## src/rtl/frame_pkg.sv

```systemverilog
// frame_pkg: shared frame FSM states and link defaults for the serial transmitter and receiver
package frame_pkg;
  typedef enum logic [2:0] {IDLE, PREAMBLE, DATA, STUFF, GAP} state_t;
  localparam int DEF_NBITS = 8;
  localparam int DEF_PREAMBLE_LEN = 3;
  localparam int DEF_GAP_LEN = 1;
endpackage

```

## src/rtl/serial_frame_tx.sv

```systemverilog
// serial_frame_tx: MSB-first frame transmitter with ones preamble, zero stuffing and trailing gap
module serial_frame_tx
  import frame_pkg::*;
#(
  parameter int NBITS = DEF_NBITS,
  parameter int PREAMBLE_LEN = DEF_PREAMBLE_LEN,
  parameter int GAP_LEN = DEF_GAP_LEN
) (
  input  logic             clk_2,
  input  logic             reset,
  input  logic             start,
  input  logic [NBITS-1:0] data_in,
  output logic             out_bit,
  output logic             bit_valid,
  output logic             stuff_bit,
  output logic             busy,
  output logic             done
);
  localparam int CW = $clog2(NBITS + 1);
  localparam int RW = $clog2(PREAMBLE_LEN);
  localparam int PMAX = PREAMBLE_LEN > GAP_LEN ? PREAMBLE_LEN : GAP_LEN;
  localparam int PW = $clog2(PMAX + 1);
  state_t state, ns;
  logic [NBITS-1:0] sr, sr_d;
  logic [CW-1:0] cnt, cnt_d;
  logic [PW-1:0] pcnt, pcnt_d;
  logic [RW-1:0] run, run_d;
  always_comb begin
    ns = state;
    sr_d = sr;
    cnt_d = cnt;
    pcnt_d = pcnt;
    run_d = run;
    case (state)
      IDLE: if (start) begin
        ns = PREAMBLE;
        sr_d = data_in;
        cnt_d = '0;
        pcnt_d = '0;
      end
      PREAMBLE: begin
        pcnt_d = pcnt + 1'b1;
        if (pcnt_d == PW'(PREAMBLE_LEN)) begin
          ns = DATA;
          pcnt_d = '0;
          run_d = '0;
        end
      end
      DATA: begin
        sr_d = sr << 1;
        cnt_d = cnt + 1'b1;
        run_d = sr[NBITS-1] ? (&run ? run : run + 1'b1) : '0;
        ns = run_d == RW'(PREAMBLE_LEN - 1) ? STUFF : cnt_d == CW'(NBITS) ? GAP : DATA;
      end
      STUFF: begin
        run_d = '0;
        ns = cnt == CW'(NBITS) ? GAP : DATA;
      end
      GAP: begin
        pcnt_d = pcnt + 1'b1;
        if (pcnt_d == PW'(GAP_LEN)) begin
          ns = IDLE;
          pcnt_d = '0;
        end
      end
      default: ns = IDLE;
    endcase
  end
  // outputs are registered from the next state so they line up with the cycle they describe
  always_ff @(posedge clk_2) begin
    if (!reset) begin
      state <= IDLE;
      sr <= '0;
      cnt <= '0;
      pcnt <= '0;
      run <= '0;
      out_bit <= 1'b0;
      bit_valid <= 1'b0;
      stuff_bit <= 1'b0;
      busy <= 1'b0;
      done <= 1'b0;
    end else begin
      state <= ns;
      sr <= sr_d;
      cnt <= cnt_d;
      pcnt <= pcnt_d;
      run <= run_d;
      out_bit <= ns == PREAMBLE || (ns == DATA && sr_d[NBITS-1]);
      bit_valid <= ns != IDLE;
      stuff_bit <= ns == STUFF;
      busy <= ns != IDLE;
      done <= state == GAP && ns == IDLE;
    end
  end
endmodule
```

## config.mk

```make
export PLATFORM = sky130hd
export DESIGN_NAME = serial_frame_tx
export DESIGN_NICKNAME = d
export VERILOG_FILES = /design/src/rtl/frame_pkg.sv /design/src/rtl/serial_frame_tx.sv
export SDC_FILE = /design/constraint.sdc
export NUM_CORES = 1
export LEC_CHECK = 0
export BUFFER_PORTS_ARGS = -buffer_cell sky130_fd_sc_hd__clkbuf_2
export CAP_MARGIN = 10
export CORE_AREA = 3 3 49 56
export CTS_CLUSTER_DIAMETER = 40
export DETAILED_ROUTE_END_ITERATION = 6
export DIE_AREA = 0 0 52 59
export GPL_ROUTABILITY_DRIVEN = 1
export MAX_ROUTING_LAYER = met4
export PLACE_DENSITY = 0.85
export SETUP_SLACK_MARGIN = 0.2
export SYNTH_ARGS = -nofsm -noshare
export SYNTH_HDL_FRONTEND = slang
export SYNTH_SLANG_ARGS = --single-unit
```

## constraint.sdc

```tcl
create_clock -name clk_2 -period 1.6 [get_ports clk_2]
set_input_delay 0 -clock clk_2 [delete_from_list [all_inputs] [get_ports clk_2]]
set_output_delay 0 -clock clk_2 [all_outputs]
set_load 0.01 [all_outputs]
```

-- After elaboration in Yosys (flattened, before gate mapping)
Cells that the tools add are included.
- muxes and demuxes: 19
- equality and inequality tests: 14
- reductions and logical operators: 13
- add/subtract/negate cells: 3
- operators by type and width (cell ; count):
    3-bit two-way mux ; 6
    8-bit case mux with 2 select lines ; 1
    3-bit case mux with 5 select lines ; 1
    3-bit by 2-bit equality test with 1-bit output (second input constant) ; 4
    2-bit two-way mux ; 6
    2-bit case mux with 3 select lines ; 2
    3-bit nonzero test ; 3
    4-bit equality test (second input constant) ; 2
    8-bit two-way mux ; 1
    4-bit case mux with 2 select lines ; 1
    2-bit AND reduction ; 4
    3-bit by 1-bit equality test with 1-bit output (second input constant) ; 2
    3-bit logical NOT ; 2
    2-bit by 1-bit adder with 2-bit output (second input constant) ; 2
    4-bit by 1-bit adder with 4-bit output (second input constant) ; 1
    2-bit equality test (second input constant) ; 2
    4-bit two-way mux ; 1
    2-bit != test (second input constant) ; 2
    3-bit equality test (second input constant) ; 1
    2-bit by 1-bit equality test with 1-bit output (second input constant) ; 1
    1-bit logical AND ; 2
    2-bit nonzero test ; 1
    1-bit logical OR ; 1
- flip-flop bits (word level): 23

-- Depth between registers and ports, before layout
Gate-level depths: netlist of the first run.
- word-level depth: 9
- mapped depth: 6

-- Least setup slack after synthesis of the first run
No wires, ideal clock.
- path type: reg2reg
- start: register pcnt[0]
- end: register out_bit
- setup time: 0.092 ns
- slack: 0.111 ns
- buffers on the path: 0
- period minus slack after synthesis: 1.489 ns
- data required time: 1.508 ns
- stages on the path, launching flop included: 7
- data arrival time: 1.398 ns
- cells stage by stage: dfxtp_1 -> inv_1 -> ha_1 -> o21a_1 -> a311oi_4 -> a31oi_1 -> nor4_1
- cells in the longest elaborated chain, start to end: 7
- RTL lines (what ; line ; RTL):
    start: declaration ; serial_frame_tx.sv:26 ; logic [PW-1:0] pcnt, pcnt_d;
    start signal: assignment ; serial_frame_tx.sv:86 ; pcnt <= pcnt_d;
    2-bit by 1-bit adder with 2-bit output * ; serial_frame_tx.sv:42, serial_frame_tx.sv:60 ;
    2-bit by 1-bit equality test with 1-bit output / 2-bit equality test (equally long branches) ; serial_frame_tx.sv:61, serial_frame_tx.sv:43 ;
    3-bit two-way mux, on equally long branches ; serial_frame_tx.sv:61, serial_frame_tx.sv:43 ;
    3-bit case mux with 5 select lines * ; serial_frame_tx.sv:34 ; case (state)
    3-bit by 2-bit equality test with 1-bit output ; serial_frame_tx.sv:88 ; out_bit <= ns == PREAMBLE || (ns == DATA && sr_d[NBITS-1]);
    1-bit logical AND ; serial_frame_tx.sv:88 ;
    1-bit logical OR * ; serial_frame_tx.sv:88 ;
    end signal: assignment ; serial_frame_tx.sv:88 ;
    end: declaration ; serial_frame_tx.sv:13 ; output logic out_bit,
Mark *: on every way between the ends. The rest lies on a longest branch, timed or not.
A chain may end at the register's enable or synchronous reset.

-- Worst setup path after layout of the first run
Ends and elaborated chain as after synthesis.

==> flow_summary.rst, run 1 <==
.. list-table::
   :header-rows: 1

   * - Metric
     - Value
   * - Relative max-transition margin
     - 62.0%
   * - Cell area power density
     - 715 mW/mm^2
   * - Async set or reset register ratio after synthesis
     - 0%
   * - Worst-path fanout max
     - 4
   * - Ys flop type
     - sky130_fd_sc_hd__dfxtp_1
   * - Count of distinct cell types in the synthesized netlist
     - 44
   * - Setup clock skew after layout
     - 3.98 ps
   * - Number of maximum-capacitance violations
     - 0
   * - Largest cells by area after synthesis
     - sky130_fd_sc_hd__dfxtp_1 (37%), sky130_fd_sc_hd__ha_1 (7.1%), sky130_fd_sc_hd__a21oi_1 (5.3%)
   * - Peak supply drop
     - 877 uV
   * - Cell chosen for the clock root
     - sky130_fd_sc_hd__clkbuf_4
   * - Fmax achieved
     - 0.681 GHz
   * - CP Class
     - reg2reg
   * - DRC violations left
     - 0
   * - Min-delay worst type
     - in2reg
   * - Pin count of the biggest net entering global routing
     - 14
   * - Final count of pins violating max slew
     - 0
   * - Worst EP arrival
     - 1720 ps
   * - Cell with the most instances after synthesis
     - sky130_fd_sc_hd__dfxtp_1
   * - # setup viols final
     - 0
   * - Die outline height
     - 59 um
   * - Maximum buffer depth of the clock tree
     - 2
   * - CTS Buf Count
     - 3
   * - Crit-path max cell delay
     - 370 ps
   * - Ranking of synthesized cells by instance count
     - sky130_fd_sc_hd__dfxtp_1 (23), sky130_fd_sc_hd__a21oi_1 (13), sky130_fd_sc_hd__o21ai_0 (11)
   * - Area Overhead vs Synth
     - 21.8%
   * - Detail Route Antenna Nets
     - 0
   * - Kind of start point of the critical path
     - flop
   * - Ordered cell list for the critical path
     - inv_4 > ha_4 > o21a_1 > a311oi_4 > a31oi_1 > nor4_1
   * - Wire length of the first global-routing pass
     - 4.66 mm
   * - Library cell occupying the most area in the post-synthesis netlist
     - sky130_fd_sc_hd__dfxtp_1
   * - Clock tree from TritonCTS
     - built
   * - RSZ-0062 raised after global routing
     - true
   * - Post-Syn Area
     - 0.00123 mm^2
   * - Fraction of final layout cells with drive strength greater than 1
     - 28.7%
   * - Total buffers and inverters traversed by the critical path
     - 1
   * - Clock latency on the worst-skew pair
     - 330 ps
   * - Detailed Route Iter0 Violations
     - 33
   * - All-layer global routing usage
     - 21.1%
   * - Antenna violations before repair
     - 0
   * - Placed wire-length estimate after detailed placement
     - 2.01 mm
   * - Critical path endpoint category
     - flop
   * - Final-report hold violation count
     - 0
   * - Share of synthesized area occupied by flip-flops and latches
     - 37.4%
   * - Status
     - finished, final reports clean
   * - Initial Utilization
     - 55.3%
   * - Overflow left after global routing
     - 0
   * - Setup slack at placement
     - 93.8 ps
   * - DR pass1 iterations
     - 4
   * - Die Span X
     - 52 um
   * - Warnings from Yosys
     - 0
   * - I/O pin count
     - 16
   * - Clock transition at path regs
     - 130 ps
   * - Port Buffer Count
     - 15
   * - Post-synth EDFFs
     - 0
   * - Vias per inst
     - 5.83
   * - WL/cell
     - 14.3 um
   * - Share of Yosys cell area claimed by the top area cell type
     - 37.4%
   * - Transition time at the pin with the least slew margin
     - 565 ps
   * - Routability Congestion
     - 0.836
   * - Data required time of the worst path
     - 1850 ps
   * - Synth Net Count
     - 158
   * - Post-layout min period
     - 1470 ps
   * - Number of inserted diodes
     - 0
   * - Average size of a mapped cell
     - 8.80 um^2
   * - Number of nets in the finished design
     - 186
   * - Std-Cell Core Area
     - 0.00223 mm^2
   * - H-tree Lvls
     - 1
   * - Total clock sinks
     - 23
   * - Slowest cell on the critical path
     - sky130_fd_sc_hd__dfxtp_2
   * - Total Power
     - 1.07 mW
   * - Total negative setup slack
     - 0 ps
   * - Register bit total from synthesis
     - 23
   * - Row Count
     - 18
   * - Number of global-route vias before repair
     - 1060
   * - Final-layout fill cell count
     - 163
   * - Number of instances in the synthesized netlist
     - 140
   * - Total number of vias
     - 1148
   * - Area of the die
     - 0.00307 mm^2
   * - Part of the cycle the worst path needs
     - 91.8%
   * - Leak Pwr
     - 0.579 nW
   * - Worst Setup Slack, final
     - 131 ps
   * - Top Family by Delay on Critical Path
     - compound AO/OA/AOI/OAI gates
   * - Total Routed Length
     - 2.81 mm
[flip-flops by register name, indices dropped and copies added (netlist names)]
signal     cells
run            2
stuff_bit      1
done           1
pcnt           2
state          3
cnt            4
busy           1
out_bit        1
sr             8
[cell usage in the layout, fill, tap and decap left out, types with 3 or more instances in the layout]
| cell type | instances |
|---|---|
| sky130_fd_sc_hd__clkbuf_4 | 3 |
| sky130_fd_sc_hd__dlygate4sd3_1 | 6 |
| sky130_fd_sc_hd__ha_1 | 6 |
| sky130_fd_sc_hd__buf_4 | 10 |
| sky130_fd_sc_hd__nand2_1 | 7 |
| sky130_fd_sc_hd__nor2b_1 | 4 |
| sky130_fd_sc_hd__dfxtp_1 | 17 |
| sky130_fd_sc_hd__dfxtp_2 | 4 |
| sky130_fd_sc_hd__a21oi_1 | 12 |
| sky130_fd_sc_hd__inv_1 | 6 |
| sky130_fd_sc_hd__o21ai_0 | 11 |
| sky130_fd_sc_hd__nand3b_1 | 4 |
| sky130_fd_sc_hd__nor2_1 | 9 |
| sky130_fd_sc_hd__clkbuf_2 | 15 |
| sky130_fd_sc_hd__o22ai_1 | 5 |
[per-layer routing]
| layer | global-route usage, % | part of all wire (%) | up-vias |
|---|---|---|---|
| met4 | 8.99 | 2.0 | 0 |
| li1 | - | - | 565 |
| met3 | 3.02 | 6.1 | 7 |
| met5 | - | 0 | - |
| met2 | 34.8 | 50 | 45 |
| met1 | 25.4 | 42 | 531 |
[final cells by class]
type	instances	area [um^2]	share of cell area, %
multi-input combinational	101	721	48.0
inverter	8	32.5	2.17
sequential	23	473	31.5
clock inverter	1	5.00	0.333
tap	30	37.5	2.50
timing repair buffer	31	210	14.0
clock buffer	3	22.5	1.50
[worst register-to-register path: stages (launching register included)]
cell	delay (ps)
sky130_fd_sc_hd__dfxtp_2	370
sky130_fd_sc_hd__inv_4	40
sky130_fd_sc_hd__ha_4	150
sky130_fd_sc_hd__o21a_1	190
sky130_fd_sc_hd__a311oi_4	280
sky130_fd_sc_hd__a31oi_1	80
sky130_fd_sc_hd__nor4_1	270
[logic make-up (layout without fill, tap and decap cells)]
family          Yosys count  in the layout  share of synthesized area (%)
compound gates           50             50                           26.8
fa+ha+maj                 7              7                           7.11
buf+inv                  16             43                           6.80
flops                    23             23                           37.4
mux                       1              1                          0.914
simple gates             43             43                           21.0
[power by group]
group	internal (mW)	switching [mW]
logic	0.0827	0.0843
clock network	0.0941	0.188
registers	0.599	0.0248
[per-stage QoR]
step	area, um^2	instances	util (%)	hold slack (ps)
after detailed placement	1350	184	60.3	284
after global placement	1350	184	60.3	264
after CTS	1470	196	65.9	9.44
after global routing	1500	197	67.3	38.0
after floorplan	1230	140	-	155
final	1500	197	67.3	11.4
[final timing paths]
check,slack [ps],end,cells after the start,start
worst max-delay path,130,out_bit,6,pcnt[0]
worst min-delay path,10,sr[1],3,reset
worst min register to register,510,pcnt[1],2,pcnt[1]
worst max register to register,130,out_bit,6,pcnt[0]
[timing repair]
item | CTS | global route
endpoints found under the setup margin | 16 | 14
setup buffers | 2 | 1
gates resized for setup | 7 | 9
pin swaps | 5 | 3
hold buffers | 6 | 0
hold endpoints to repair | 6 | 0
No activity file was read; power rests on OpenSTA's default activity.
==> inputs of run 2 (changes only) <==
--- a/config.mk
+++ b/config.mk
@@ -7,10 +7,12 @@
 export LEC_CHECK = 0
 export BUFFER_PORTS_ARGS = -buffer_cell sky130_fd_sc_hd__clkbuf_2
 export CAP_MARGIN = 10
-export CORE_AREA = 3 3 49 56
+export CELL_PAD_IN_SITES_DETAIL_PLACEMENT = 1
+export CELL_PAD_IN_SITES_GLOBAL_PLACEMENT = 1
+export CORE_AREA = 3 3 56 63
 export CTS_CLUSTER_DIAMETER = 40
 export DETAILED_ROUTE_END_ITERATION = 6
-export DIE_AREA = 0 0 52 59
+export DIE_AREA = 0 0 59 66
 export GPL_ROUTABILITY_DRIVEN = 1
 export MAX_ROUTING_LAYER = met4
 export PLACE_DENSITY = 0.85
==> flow_summary.rst, run 2 (synthesized netlist as in run 1, its figures left out) <==
.. list-table::
   :header-rows: 1

   * - Metric
     - Value
   * - Total clock sinks
     - 23 (unchanged)
   * - Initial Utilization
     - 41.1% (-14 points)
   * - Status
     - finished, final reports clean
   * - Detail Route met3 WL
     - 86 um (-50%)
   * - Detail Route Antenna Nets
     - 0 (unchanged)
   * - Port Buffer Count
     - 15 (unchanged)
   * - H-tree Lvls
     - 1 (unchanged)
   * - Data required time of the worst path
     - 1830 ps (-20 ps)
   * - Setup clock skew after layout
     - 9.43 ps (+5.45 ps)
   * - Row Count
     - 21 (+3)
   * - Final-report hold violation count
     - 0 (unchanged)
   * - Pin count of the biggest net entering global routing
     - 16 (+2)
   * - Kind of start point of the critical path
     - flop
   * - CTS Buf Count
     - 3 (unchanged)
   * - I/O pin count
     - 16 (unchanged)
   * - Fraction of final layout cells with drive strength greater than 1
     - 34.3% (+5.6 points)
   * - Detailed Route Iter0 Violations
     - 24 (-27%)
   * - WL/cell
     - 17.5 um (+23%)
   * - Top routing layer in use
     - met4
   * - Number of inserted diodes
     - 0 (unchanged)
   * - Die Span X
     - 59 um (+13%)
   * - CP Class
     - reg2reg
   * - Area Overhead vs Synth
     - 29.3%
   * - Vias per inst
     - 5.76 (-1.2%)
   * - DR pass1 iterations
     - 4 (unchanged)
   * - Worst-path fanout max
     - 3 (-1)
   * - # setup viols final
     - 0 (unchanged)
   * - Worst Hold Margin
     - 26.9 ps (+15.5 ps)
   * - Std-Cell Core Area
     - 0.00300 mm^2 (+34%)
   * - Critical path endpoint category
     - flop
   * - Transition time at the pin with the least slew margin
     - 476 ps (-89.0 ps)
   * - Fmax achieved
     - 0.659 GHz (-3.1%)
   * - Leading registers by flop count
     - sr x8, cnt x4, state x3
   * - Clock tree from TritonCTS
     - built
   * - Register with the most flip-flops
     - sr
   * - Post-layout min period
     - 1520 ps (+47.1 ps)
   * - Wire length of the first global-routing pass
     - 5.71 mm (+22%)
   * - Met2 wire length
     - 1.86 mm (+33%)
   * - Overflow left after global routing
     - 0 (unchanged)
   * - DRC violations left
     - 0 (unchanged)
   * - Worst EP arrival
     - 1740 ps (+20 ps)
   * - Commonest cells after routing, fill and taps aside
     - sky130_fd_sc_hd__dfxtp_1 (16), sky130_fd_sc_hd__clkbuf_2 (15), sky130_fd_sc_hd__a21oi_1 (12), sky130_fd_sc_hd__buf_4 (12), sky130_fd_sc_hd__o21ai_0 (10)
   * - Antenna violations before repair
     - 0 (unchanged)
   * - Met1 Routed Length
     - 1.58 mm (+33%)
   * - RSZ-0062 raised after global routing
     - true
   * - Die outline height
     - 66 um (+12%)
   * - Clock transition at path regs
     - 130 ps (about the same)
   * - Total number of vias
     - 1169 (+1.8%)
   * - Leak Pwr
     - 0.605 nW (+4.5%)
   * - Peak supply drop
     - 362 uV (-59%)
   * - Number of flip-flops under the largest register name
     - 8 (unchanged)
   * - Area of the die
     - 0.00389 mm^2 (+27%)
   * - Cell chosen for the clock root
     - sky130_fd_sc_hd__clkbuf_4
   * - Relative max-transition margin
     - 68.3% (+6.3 points)
   * - Placed wire-length estimate after detailed placement
     - 2.54 mm (+26%)
   * - Total Routed Length
     - 3.56 mm (+27%)
   * - Final count of pins violating max slew
     - 0 (unchanged)
   * - Min-delay worst type
     - in2reg
   * - Number of maximum-capacitance violations
     - 0 (unchanged)
   * - All-layer global routing usage
     - 19.7% (-1.4 points)
   * - Routability Congestion
     - 0.779 (-6.8%)
   * - Number of nets in the finished design
     - 188 (+1.1%)
   * - Part of the cycle the worst path needs
     - 94.8% (+2.9 points)
   * - Cell area power density
     - 681 mW/mm^2 (-4.8%)
   * - Maximum buffer depth of the clock tree
     - 2 (unchanged)
   * - Number of global-route vias before repair
     - 1232 (+16%)
   * - Most frequent standard cell in the layout excluding fill and tap cells
     - sky130_fd_sc_hd__dfxtp_1
   * - Clock latency on the worst-skew pair
     - 310 ps (-20 ps)
   * - Fin util
     - 53.2% (-14 points)
[run 2: cell types whose count changed in the layout (fill, tap and decap cells not counted), sizes merged]
cell / change
clkinv: -1
dlygate4sd3: -1
clkbuf: +1
buf: +3
[run 2: stage by stage]
step	setup slack [ps]	TNS (ps)	std cells	total power [mW]	cell area (um^2)
5_1_grt	33.4	0	203	1.13	1590
4_1_cts	-23.6	-23.6	198	1.08	1480
2_1_floorplan	212	0	140	0.734	1230
3_5_place_dp	-56.6	-56.6	186	0.784	1340
6_report	83.5	0	203	1.08	1590
3_3_place_gp	39.4	0	186	0.772	1340
[run 2: final cells by class]
class	count	area, um^2
Fill cell	362	1400
Multi-Input combinational cell	101	783
Sequential cell	23	479
Timing Repair Buffer	33	230
Tap cell	34	42.5
Inverter	8	32.5
Clock buffer	4	26.3
[run 2: final timing paths]
| path | start | end | cells after the start | slack, ps |
|---|---|---|---|---|
| worst max register to register | pcnt[0] | out_bit | 6 | 80 |
| worst min register to register | cnt[0] | cnt[0] | 1 | 530 |
| worst min-delay path | reset | sr[6] | 3 | 30 |
| worst max-delay path | pcnt[0] | out_bit | 6 | 80 |
[run 2: what timing repair did]
action / in CTS / in global routing
hold buffers: 5 / 0
buffers inserted: 3 / 5
gates resized for setup: 13 / 21
endpoints found under the setup margin: 20 / 20
endpoints found under the hold margin: 5 / 0
pin swaps: 4 / 7
[run 2: where the power goes]
part           total [mW]  internal (mW)  leakage [nW]  switching [mW]
Combinational       0.184         0.0891         0.398          0.0948
Sequential          0.625          0.597         0.192          0.0283
Clock               0.276         0.0974        0.0150           0.178
[run 2: critical path: stages, from the launching register on]
cell                       delay [ps]
sky130_fd_sc_hd__dfxtp_4          380
sky130_fd_sc_hd__inv_4             60
sky130_fd_sc_hd__ha_4             140
sky130_fd_sc_hd__nor4bb_2         360
sky130_fd_sc_hd__a31o_4           200
sky130_fd_sc_hd__a211oi_2          60
sky130_fd_sc_hd__nor4_2           240
[run 2: metal layers]
metal | global-route usage [%] | vias up
met4 | 9.35 | 0
met5 | - | -
met1 | 22.6 | 576
li1 | - | 568
met2 | 33.8 | 21
met3 | 1.95 | 4
==> inputs of run 3 (changes only) <==
==> config.mk (replaced) <==
export PLATFORM = sky130hd
export DESIGN_NAME = serial_frame_tx
export DESIGN_NICKNAME = d
export VERILOG_FILES = /design/src/rtl/frame_pkg.sv /design/src/rtl/serial_frame_tx.sv
export SDC_FILE = /design/constraint.sdc
export NUM_CORES = 1
export LEC_CHECK = 0
export CAP_MARGIN = 10
export CELL_PAD_IN_SITES_DETAIL_PLACEMENT = 1
export CELL_PAD_IN_SITES_GLOBAL_PLACEMENT = 1
export CORE_AREA = 3 3 54 61
export CTS_CLUSTER_DIAMETER = 40
export DETAILED_ROUTE_END_ITERATION = 6
export DIE_AREA = 0 0 57 64
export DONT_BUFFER_PORTS = 1
export GPL_ROUTABILITY_DRIVEN = 1
export MAX_ROUTING_LAYER = met4
export PLACE_DENSITY = 0.83
export SETUP_SLACK_MARGIN = 0.2
export SYNTH_ARGS = -nofsm -noshare
export SYNTH_HDL_FRONTEND = slang
export SYNTH_SLANG_ARGS = --single-unit
==> flow_summary.rst, run 3 (synthesized netlist as in run 1, its figures left out) <==
.. list-table::
   :header-rows: 1

   * - Metric
     - Value
   * - CTS Buf Count
     - 3 (unchanged)
   * - Total clock sinks
     - 23 (unchanged)
   * - Total Routed Length
     - 3.05 mm (-14%)
   * - Setup clock skew after layout
     - 6.25 ps (-3.18 ps)
   * - Number of global-route vias before repair
     - 1162 (-5.7%)
   * - Detail Route met3 WL
     - 89 um (+3.5%)
   * - Met2 wire length
     - 1.56 mm (-16%)
   * - Fraction of final layout cells with drive strength greater than 1
     - 24.5% (-9.8 points)
   * - Final count of pins violating max slew
     - 0 (unchanged)
   * - Top routing layer in use
     - met4
   * - Maximum buffer depth of the clock tree
     - 2 (unchanged)
   * - Number of inserted diodes
     - 0 (unchanged)
   * - Setup slack at placement
     - 41.1 ps (+97.7 ps)
   * - Wire length of the first global-routing pass
     - 5.14 mm (-9.9%)
   * - Total number of vias
     - 1081 (-7.5%)
   * - DR pass1 iterations
     - 4 (unchanged)
   * - CP Class
     - reg2reg
   * - Worst Hold Margin
     - -193 ps (-220 ps)
   * - H-tree Lvls
     - 1 (unchanged)
   * - Total Power
     - 1.05 mW (-3.7%)
   * - Clock tree from TritonCTS
     - built
   * - Overflow left after global routing
     - 0 (unchanged)
   * - Kind of start point of the critical path
     - flop
   * - Transition time at the pin with the least slew margin
     - 425 ps (-50.5 ps)
   * - Number of standard cells in the layout, taps in and fillers out
     - 184 (-9.4%)
   * - Initial Utilization
     - 44.8% (+3.6 points)
   * - Clock latency on the worst-skew pair
     - 310 ps (about the same)
   * - Register with the most flip-flops
     - sr
   * - Cell area power density
     - 737 mW/mm^2 (+8.2%)
   * - Status
     - finished with violations
   * - Worst-path fanout max
     - 4 (+1)
   * - Placed cell count
     - 173 (-7.0%)
   * - # setup viols final
     - 0 (unchanged)
   * - Worst EP arrival
     - 1730 ps (about the same)
   * - Summed area of non-filler cells in the final layout
     - 0.00142 mm^2 (-11%)
   * - Row Count
     - 20 (-4.8%)
   * - Number of maximum-capacitance violations
     - 0 (unchanged)
   * - All-layer global routing usage
     - 17.8% (-1.9 points)
   * - Worst min-delay path startpoint
     - reset
   * - Min-delay worst type
     - in2reg
   * - Die outline height
     - 64 um (-3.0%)
   * - Fin util
     - 51.5% (-1.7 points)
   * - Antenna violations before repair
     - 0 (unchanged)
   * - Std-Cell Core Area
     - 0.00275 mm^2 (-8.1%)
   * - WL/cell
     - 16.6 um (-5.6%)
   * - I/O pin count
     - 16 (unchanged)
   * - Leak Pwr
     - 0.514 nW (-15%)
   * - Met1 Routed Length
     - 1.38 mm (-13%)
   * - Detailed Route Iter0 Violations
     - 21 (-13%)
   * - Detail Route Antenna Nets
     - 0 (unchanged)
   * - Placed instance area
     - 0.00128 mm^2 (-4.0%)
   * - Cell chosen for the clock root
     - sky130_fd_sc_hd__clkbuf_4
   * - Clock transition at path regs
     - 130 ps (about the same)
   * - Critical path endpoint category
     - flop
   * - Peak supply drop
     - 519 uV (+44%)
   * - Pin count of the biggest net entering global routing
     - 14 (-2)
   * - Data required time of the worst path
     - 1840 ps (about the same)
   * - Part of the cycle the worst path needs
     - 93.6% (-1.2 points)
   * - Relative max-transition margin
     - 71.5% (+3.2 points)
   * - DRC violations left
     - 0 (unchanged)
   * - Total negative setup slack
     - 0 ps (unchanged)
   * - Placed wire-length estimate after detailed placement
     - 2.26 mm (-11%)
   * - Worst Setup Slack, final
     - 103 ps (+19.5 ps)
   * - Area of the die
     - 0.00365 mm^2 (-6.3%)
   * - Fmax achieved
     - 0.668 GHz (+1.3%)
   * - Final-report hold violation count
     - 11 (+11)
   * - Critical register-to-register path startpoint
     - pcnt[0]
   * - Area Overhead vs Synth
     - 15.1%
   * - Origin of the worst setup path
     - pcnt[0]
   * - Post-layout min period
     - 1500 ps (-19.5 ps)
   * - Violated checks
     - hold timing
   * - Leading registers by flop count
     - sr x8, cnt x4, state x3
   * - Die Span X
     - 57 um (-3.4%)
   * - Port Buffer Count
     - 0 (-15)
   * - Vias per inst
     - 5.88 (+2.0%)
   * - Number of flip-flops under the largest register name
     - 8 (unchanged)
   * - Most frequent standard cell in the layout excluding fill and tap cells
     - sky130_fd_sc_hd__dfxtp_1
   * - Routability Congestion
     - 0.840 (+7.9%)
   * - Number of nets in the finished design
     - 170 (-9.6%)
   * - RSZ-0062 raised after global routing
     - true
   * - Commonest cells after routing, fill and taps aside
     - sky130_fd_sc_hd__dfxtp_1 (16), sky130_fd_sc_hd__a21oi_1 (13), sky130_fd_sc_hd__buf_4 (12), sky130_fd_sc_hd__o21ai_0 (10), sky130_fd_sc_hd__nor2_1 (9)
-- run 3: final timing paths --
check                           endpoint  slack (ps)  cells past startpoint
worst min register to register    cnt[0]         490                      1
worst min-delay path            state[2]        -190                      1
worst max-delay path                busy         100                      7
worst max register to register      busy         100                      7
-- run 3: report_power, final --
group	switching, mW	total, mW	internal, mW
logic	0.0761	0.146	0.0700
clock network	0.179	0.272	0.0934
registers	0.0275	0.627	0.599
total	0.283	1.05	0.763
-- run 3: layer usage --
metal	vias up	global-route usage [%]
met2	18	31.6
li1	529	-
met4	0	4.06
met3	2	2.22
met1	532	21.3
met5	-	-
-- run 3: cell type report --
cell class              instances  area, um^2
fillers                       338        1330
multi-input cells             101         723
flip-flops and latches         23         474
repair buffers                 15         120
well taps                      33        41.3
inverters                       8        32.5
clock buffers                   3        22.5
clock inverters                 1        5.00
-- run 3: what timing repair did --
item / in CTS / in global routing
buffers inserted: 3 / 1
endpoints found under the hold margin: 14 / 12
gates resized for setup: 6 / 13
hold buffers: 2 / 1
pin swaps: 4 / 4
setup endpoints to repair: 14 / 18
-- run 3: critical path, cell delays in order (launching register included) --
cell and delay (ps):
sky130_fd_sc_hd__dfxtp_2 380, sky130_fd_sc_hd__inv_4 40, sky130_fd_sc_hd__ha_4 150, sky130_fd_sc_hd__o21a_1 190, sky130_fd_sc_hd__a311oi_4 270, sky130_fd_sc_hd__buf_4 170
sky130_fd_sc_hd__nor2_2 30, sky130_fd_sc_hd__a31oi_1 170
